<file path="config.mk">
export PLATFORM = sky130hd
export DESIGN_NAME = sample_accumulator
export DESIGN_NICKNAME = d
export VERILOG_FILES = /design/src/rtl/arith_pkg.sv /design/src/rtl/acc_add.sv /design/src/rtl/sample_accumulator.sv
export SDC_FILE = /design/constraint.sdc
export NUM_CORES = 1
export LEC_CHECK = 0
export CORE_MARGIN = 10
export CORE_UTILIZATION = 50
export CTS_CLUSTER_SIZE = 40
export DETAILED_ROUTE_END_ITERATION = 10
export PLACE_DENSITY = 0.9
export SYNTH_ARGS = -nofsm -noshare
export SYNTH_HDL_FRONTEND = slang
export SYNTH_HIERARCHICAL = 1
export SYNTH_SLANG_ARGS = --single-unit
</file>
<file path="constraint.sdc">
create_clock -name clk -period 2.5 [get_ports clk]
set_input_delay 0.25 -clock clk [delete_from_list [all_inputs] [get_ports clk]]
set_output_delay 0.25 -clock clk [all_outputs]
set_load 0.01 [all_outputs]
</file>
<file path="src/rtl/arith_pkg.sv">
// Shared state encoding and default widths for the sample accumulator slice.
// Optional feature macro: ACC_SAT_EN (saturating sum instead of wrapping sum).
package arith_pkg;

    typedef enum logic [1:0] {
        IDLE = 2'd0,
        ACC  = 2'd1,
        DONE = 2'd2
    } acc_state_t;

    localparam int DEF_DATA_W = 8;
    localparam int DEF_CNT_W  = 4;
    localparam int DEF_SUM_W  = 10;

endpackage

</file>
<file path="src/rtl/acc_add.sv">
// Combinational sum+sample adder with carry-out; saturates at all-ones when
// ACC_SAT_EN is defined, otherwise wraps modulo 2^SUM_W.
module acc_add
    import arith_pkg::*;
#(
    parameter int DATA_W = DEF_DATA_W,
    parameter int SUM_W  = DEF_SUM_W
) (
    input  logic [SUM_W-1:0]  i_sum,
    input  logic [DATA_W-1:0] i_data,
    output logic [SUM_W-1:0]  o_sum,
    output logic              o_ovf
);

    logic [SUM_W:0] w_full;

    assign w_full = {1'b0, i_sum} + (SUM_W+1)'(i_data);
    assign o_ovf  = w_full[SUM_W];

    always_comb begin
        o_sum = w_full[SUM_W-1:0];
`ifdef ACC_SAT_EN
        if (w_full[SUM_W]) begin
            o_sum = '1;
        end
`endif
    end

endmodule

</file>
<file path="src/rtl/sample_accumulator.sv">
// Block accumulator: sums len samples after a start, pulses done with the final sum.
// Overflow handling selected by ACC_SAT_EN inside acc_add.
module sample_accumulator
    import arith_pkg::*;
#(
    parameter int DATA_W = DEF_DATA_W,
    parameter int CNT_W  = DEF_CNT_W,
    parameter int SUM_W  = DEF_SUM_W
) (
    input  logic              clk,
    input  logic              rst_n,
    input  logic              start,
    input  logic [CNT_W-1:0]  len,
    input  logic [DATA_W-1:0] in_data,
    input  logic              in_valid,
    output logic              in_ready,
    output logic [SUM_W-1:0]  sum,
    output logic              done,
    output logic              busy,
    output logic              ovf
);

    acc_state_t       r_state;
    logic [CNT_W-1:0] r_len;
    logic [CNT_W-1:0] r_cnt;
    logic [SUM_W-1:0] r_sum;
    logic             r_ovf;
    logic             r_done;

    logic [SUM_W-1:0] w_sum;
    logic             w_carry;

    acc_add #(
        .DATA_W (DATA_W),
        .SUM_W  (SUM_W)
    ) u_acc_add (
        .i_sum  (r_sum),
        .i_data (in_data),
        .o_sum  (w_sum),
        .o_ovf  (w_carry)
    );

    always_ff @(posedge clk or negedge rst_n) begin
        if (!rst_n) begin
            r_state <= IDLE;
            r_len   <= '0;
            r_cnt   <= '0;
            r_sum   <= '0;
            r_ovf   <= 1'b0;
            r_done  <= 1'b0;
        end else begin
            r_done <= 1'b0;
            case (r_state)
                IDLE: begin
                    if (start) begin
                        r_len <= len;
                        r_cnt <= '0;
                        r_sum <= '0;
                        r_ovf <= 1'b0;
                        if (len == '0) begin
                            r_state <= DONE;
                            r_done  <= 1'b1;
                        end else begin
                            r_state <= ACC;
                        end
                    end
                end
                ACC: begin
                    // in_ready is 1 throughout ACC, so in_valid alone is the handshake
                    if (in_valid) begin
                        r_sum <= w_sum;
                        r_ovf <= r_ovf | w_carry;
                        r_cnt <= r_cnt + CNT_W'(1);
                        if (r_cnt == r_len - CNT_W'(1)) begin
                            r_state <= DONE;
                            r_done  <= 1'b1;
                        end
                    end
                end
                DONE: begin
                    r_state <= IDLE;
                end
                default: begin
                    r_state <= IDLE;
                end
            endcase
        end
    end

    assign in_ready = (r_state == ACC);
    assign busy     = (r_state != IDLE);
    assign sum      = r_sum;
    assign ovf      = r_ovf;
    assign done     = r_done;

endmodule
</file>
Yosys cells after proc, flatten, opt, wreduce, memory -nomap -nowiden
Cells that the tools add are included.
{"block": "totals", "word_cells": 41, "reg_bits": 22, "output_inout_bits": 14, "in_bits": 16}
{"block": "op_classes", "muxes": 19, "n_eq_ne": 5, "bitwise": 1, "add_sub_neg": 3, "reduce_logical": 7}
{"operator": "$mux W10", "n": 2}
{"operator": "$pmux W10 S2", "n": 1}
{"operator": "$add A10 B8 Y11", "n": 1}
{"operator": "$mux W2", "n": 4}
{"operator": "$mux W4", "n": 2}
{"operator": "$pmux W4 S2", "n": 1}
{"operator": "$mux W1", "n": 6}
{"operator": "$reduce_and A3 Y1", "n": 2}
{"operator": "$add A4 B1 Y4 const B", "n": 1}
{"operator": "$eq A4 B4 Y1", "n": 1}
{"operator": "$logic_not A4 Y1", "n": 1}
{"operator": "$ne A2 B2 Y1 const B", "n": 2}
{"operator": "$pmux W1 S2", "n": 2}
{"operator": "$pmux W2 S2", "n": 1}
{"operator": "$reduce_bool A2 Y1", "n": 2}
{"operator": "$sub A4 B1 Y4 const B", "n": 1}
{"operator": "$eq A2 B1 Y1 const B", "n": 1}
{"operator": "$logic_not A2 Y1", "n": 1}
{"operator": "$ne A2 B1 Y1 const B", "n": 1}
{"operator": "$reduce_and A2 Y1", "n": 1}
{"operator": "$or A1 B1 Y1", "n": 1}

Depth between registers and ports, before layout
{"block": "logic_depth", "depth_word": 5, "mapped_depth": 9, "ltp_nobuf": 9}

Hierarchy
The synthesis kept the hierarchy.
{"module": "sample_accumulator", "area_each_um2": 969.7, "seq_area_each_um2": 550.5, "n_inst": 1, "cells_per_inst": 78}
{"module": "acc_add", "area_each_um2": 435.4, "seq_area_each_um2": 0.0, "n_inst": 1, "cells_per_inst": 61}

Worst setup path after synthesis
No wires, ideal clock.
{"block": "synth_path", "path_type": "reg-to-reg", "from": "reg r_sum[0], in the netlist sum[0]", "to": "reg r_sum[8], in the netlist sum[8]", "t_required_ps": 2434, "n_path_buf": 0, "stages_incl_launch_ff": 9, "slack_ps": 599, "t_arrival_ps": 1835, "cell_sequence": "dfrtp_1 -> ha_1 -> inv_1 -> fa_1 -> nand2b_1 -> a21oi_1 -> nor2_1 -> a311oi_1 -> a22o_1"}
{"block": "synth_between", "elab_chain_len": 3}
{"item": "start, declared", "line": "sample_accumulator.sv:26", "rtl": "logic [SUM_W-1:0] r_sum;"}
{"item": "start signal, assigned", "line": "sample_accumulator.sv:71", "rtl": "r_sum <= w_sum;"}
{"item": "$add A10 B8 Y11", "line": "acc_add.sv:17", "rtl": "assign w_full = {1'b0, i_sum} + (SUM_W+1)'(i_data);"}
{"item": "named net w_sum[8]", "line": "sample_accumulator.sv:30", "rtl": "logic [SUM_W-1:0] w_sum;"}
{"item": "$mux W10", "line": "sample_accumulator.sv:70", "rtl": "if (in_valid) begin"}
{"item": "$pmux W10 S2", "line": "sample_accumulator.sv:53", "rtl": "case (r_state)"}
The timed path passes the listed nets, and every way through them passes these cells. The select of a mux whose other input is x is not followed.
A chain may end at the register's enable or synchronous reset.

Final worst setup path
Ends and elaborated chain as after synthesis.

==> impl_metrics.toml <==
[outcome]
run_status = "complete, no violations"

[layout]
number_of_inserted_diodes = 0
layout.filler_cells = 229
design.final.nets = 197
post_route_cells_drive_above_1_share = 0.0592
flow.area_growth_from_synthesis_pct = 26.5

[route]
detail_route.vias_per_cell = 6.08
wl_met1_um = 1380
met3_length_um = 264
drt_drc_violations_left = 0
route.met2.wl_um = 1780
wl_per_cell_um = 17.5
detailroute.via_count = 1216
antenna_violating_nets_post_route = 0
detailedRoute.firstIterationViolations = 62
wirelength_um = 3490
topRoutingLayerUsed = "met4"
iteration_count_of_the_initial_detailed_routing_pass = 4

[setup_path]
path_class = "register to register"
worst-endpoint-required_ns = 2.76
regToRegStartpoint = "sum[0]"
critPathCaptureType = "register"
critical_path_arrival_ns = 2.40
cp-start-kind = "register"
startpoint = "sum[0]"
r2r-end = "sum[8]"
worst-r2r-setup-slack_ns = 0.36
reg2reg_depth = 8
worst-path-max-fanout = 3

[clock_tree]
post_cts_resized = 0
tritoncts_clock_tree = "built"
tritoncts_num_sinks = 22
cts_inserted_buffers = 3
clockBufferDepth = 2
cts_max_level = 1
clkTransAtPathRegs_ns = 0.14
clock-root-buffer = "clkbuf_4"
cts_hold_buffers = 0
clk-insertion-delay-late_ns = 0.32
post_cts.repair.setup_buffers = 0

[global_routing]
grt_start_max_net_pins = 23
grt_use_total = 0.133
grt_antenna_before_repair = 0
remaining_global_route_overflow = 0
grt_pass1_vias = 1233
grt_pass1_wl_um = 5720

[logic_synthesis]
synthDistinctLibCells = 41
yosysTopAreaCell = "dfrtp_1"
number_of_warnings_issued_by_yosys = 6
syn-cell-area_um2 = 1410
synth_edf_count = 0
synth_most_common_cell = "dfrtp_1"
syn_avg_cell_area_um2 = 10.1
netlist_top_cells_area = "dfrtp_1 (39%), ha_1 (8.9%), a22o_1 (6.9%), inv_1 (3.5%), xnor2_1 (3.1%)"
yosysSeqAreaShare = 0.392
asyncSetResetFlopFracSynth = 1.00
synth_ff_type = "dfrtp_1"
synth.ff_latch_count = 22
synthDominantCellAreaShare = 0.392
synth_top_cells_by_count = "dfrtp_1 (22), inv_1 (13), a22o_1 (11)"
syn_inst = 139
postSynthNetCount = 166

[sta]
final_critical_path_setup_slack_ns = 0.357
finalCriticalPeriod_ns = 2.14
fmax_mhz = 467
drv_slew = 0
grt_setup_unrepaired = "no"
maxSlewHeadroom = 0.451
fin_tns_setup_ns = 0
share_of_the_cycle_needed_by_the_critical_path_after_routing = 0.857
hold_violation_total_from_the_final_report = 0
hold_worst_slack_ns = 0.269
timing.clock.skew_ns = 0.00671
tightestPinTransition_ns = 0.821
finalSetupViolations = 0

[die]
fp.coreArea_um2 = 2710
floorplan.die_area_um2 = 5330
rows = 19
initial_core_util = 0.518
io_pins = 30
die_h_um = 73.0
dieWidth_um = 73.0

[place]
gp_congestion = 0.877
placement.setup.worst_slack_ns = 0.101
dp_hpwl_um = 2620
port_buffers = 29

[flow_run]
maxCapViolCount = 0

[power_and_ir_drop]
pwr_cell_area_nw_per_um2 = 1260
cellLeakagePower_nw = 0.792
irDropWorstVdd_v = 0.000789

[hold_path]
worstHoldPathType = "input pin to async pin"
[where the power goes]
part           switching (mW)  leakage [nW]  internal (mW)
sequential              0.156         0.274          0.515
clock                   0.119        0.0279          0.162
combinational           0.633         0.491          0.662
total                   0.908         0.792           1.34
[kinds of logic (layout without fill, tap and decap cells)]
logic type,after synthesis,after routing,synth area share
AO/OA/AOI/OAI,41,41,0.216
XOR/XNOR,11,11,0.0784
adder cells (fa/ha/maj),11,11,0.103
buffers and inverters,18,48,0.0516
flip-flops,22,22,0.392
multiplexers,3,3,0.0240
AND/OR/NAND/NOR,33,33,0.134
[worst max-delay path by stage]
stage	endpoint	cells after the start
after floorplan	sum[8]	8
after global routing	ovf	9
final	sum[8]	8
after global placement	ovf	10
after CTS	sum[8]	8
after detailed placement	sum[8]	9
[layout make-up]
type | instances | area (µm²) | area share
Clock inverter | 1 | 30.0 | 0.0169
Multi-Input combinational cell | 99 | 782 | 0.440
Sequential cell | 22 | 551 | 0.310
Timing Repair Buffer | 31 | 305 | 0.172
Inverter | 13 | 48.8 | 0.0274
Clock buffer | 3 | 22.5 | 0.0127
Tap cell | 31 | 38.8 | 0.0218
[layer usage]
layer	vias up	track usage
li1	570	-
met1	587	0.148
met2	51	0.231
met3	8	0.0340
met4	0	0.0612
met5	-	0
[worst max-delay path: stages (launching register included)]
cell      delay, ns
dfrtp_1        0.41
ha_1           0.20
inv_1          0.06
fa_1           0.41
nand2b_1       0.18
a21oi_1        0.25
nor2_1         0.11
a311oi_1       0.28
a22o_1         0.18
[flip-flops by register name (all words and copies together), names as in the netlist]
name / cells
r_state: 2
r_len: 4
ovf: 1
sum: 10
r_cnt: 4
done: 1
[layout by cell type (no fill, tap or decap), types with 2 or more instances in the layout]
cell type,instances
dfrtp_1,22
a21oi_1,7
nand2b_1,2
nor3b_1,3
and2_1,2
xor2_1,5
o21ai_0,5
a31oi_1,2
nand2_1,5
a211o_1,2
xnor2_1,5
clkbuf_4,3
clkdlybuf4s50_1,29
a21o_1,3
o32ai_1,2
buf_4,2
o21ai_1,2
a22o_1,11
mux2_1,2
nand3_1,5
ha_1,10
inv_1,13
nor2_1,6
nand4b_1,2
[metrics by stage]
| step | total power, mW | instance area (µm²) | utilization | std cells |
|---|---|---|---|---|
| after floorplan | 1.53 | 1410 | - | 139 |
| after global placement | 1.88 | 1730 | 0.637 | 196 |
| after detailed placement | 1.95 | 1730 | 0.637 | 196 |
| after CTS | 2.24 | 1780 | 0.656 | 200 |
| after global routing | 2.41 | 1780 | 0.656 | 200 |
| final | 2.25 | 1780 | 0.656 | 200 |
No activity file was read; power rests on OpenSTA's default activity.
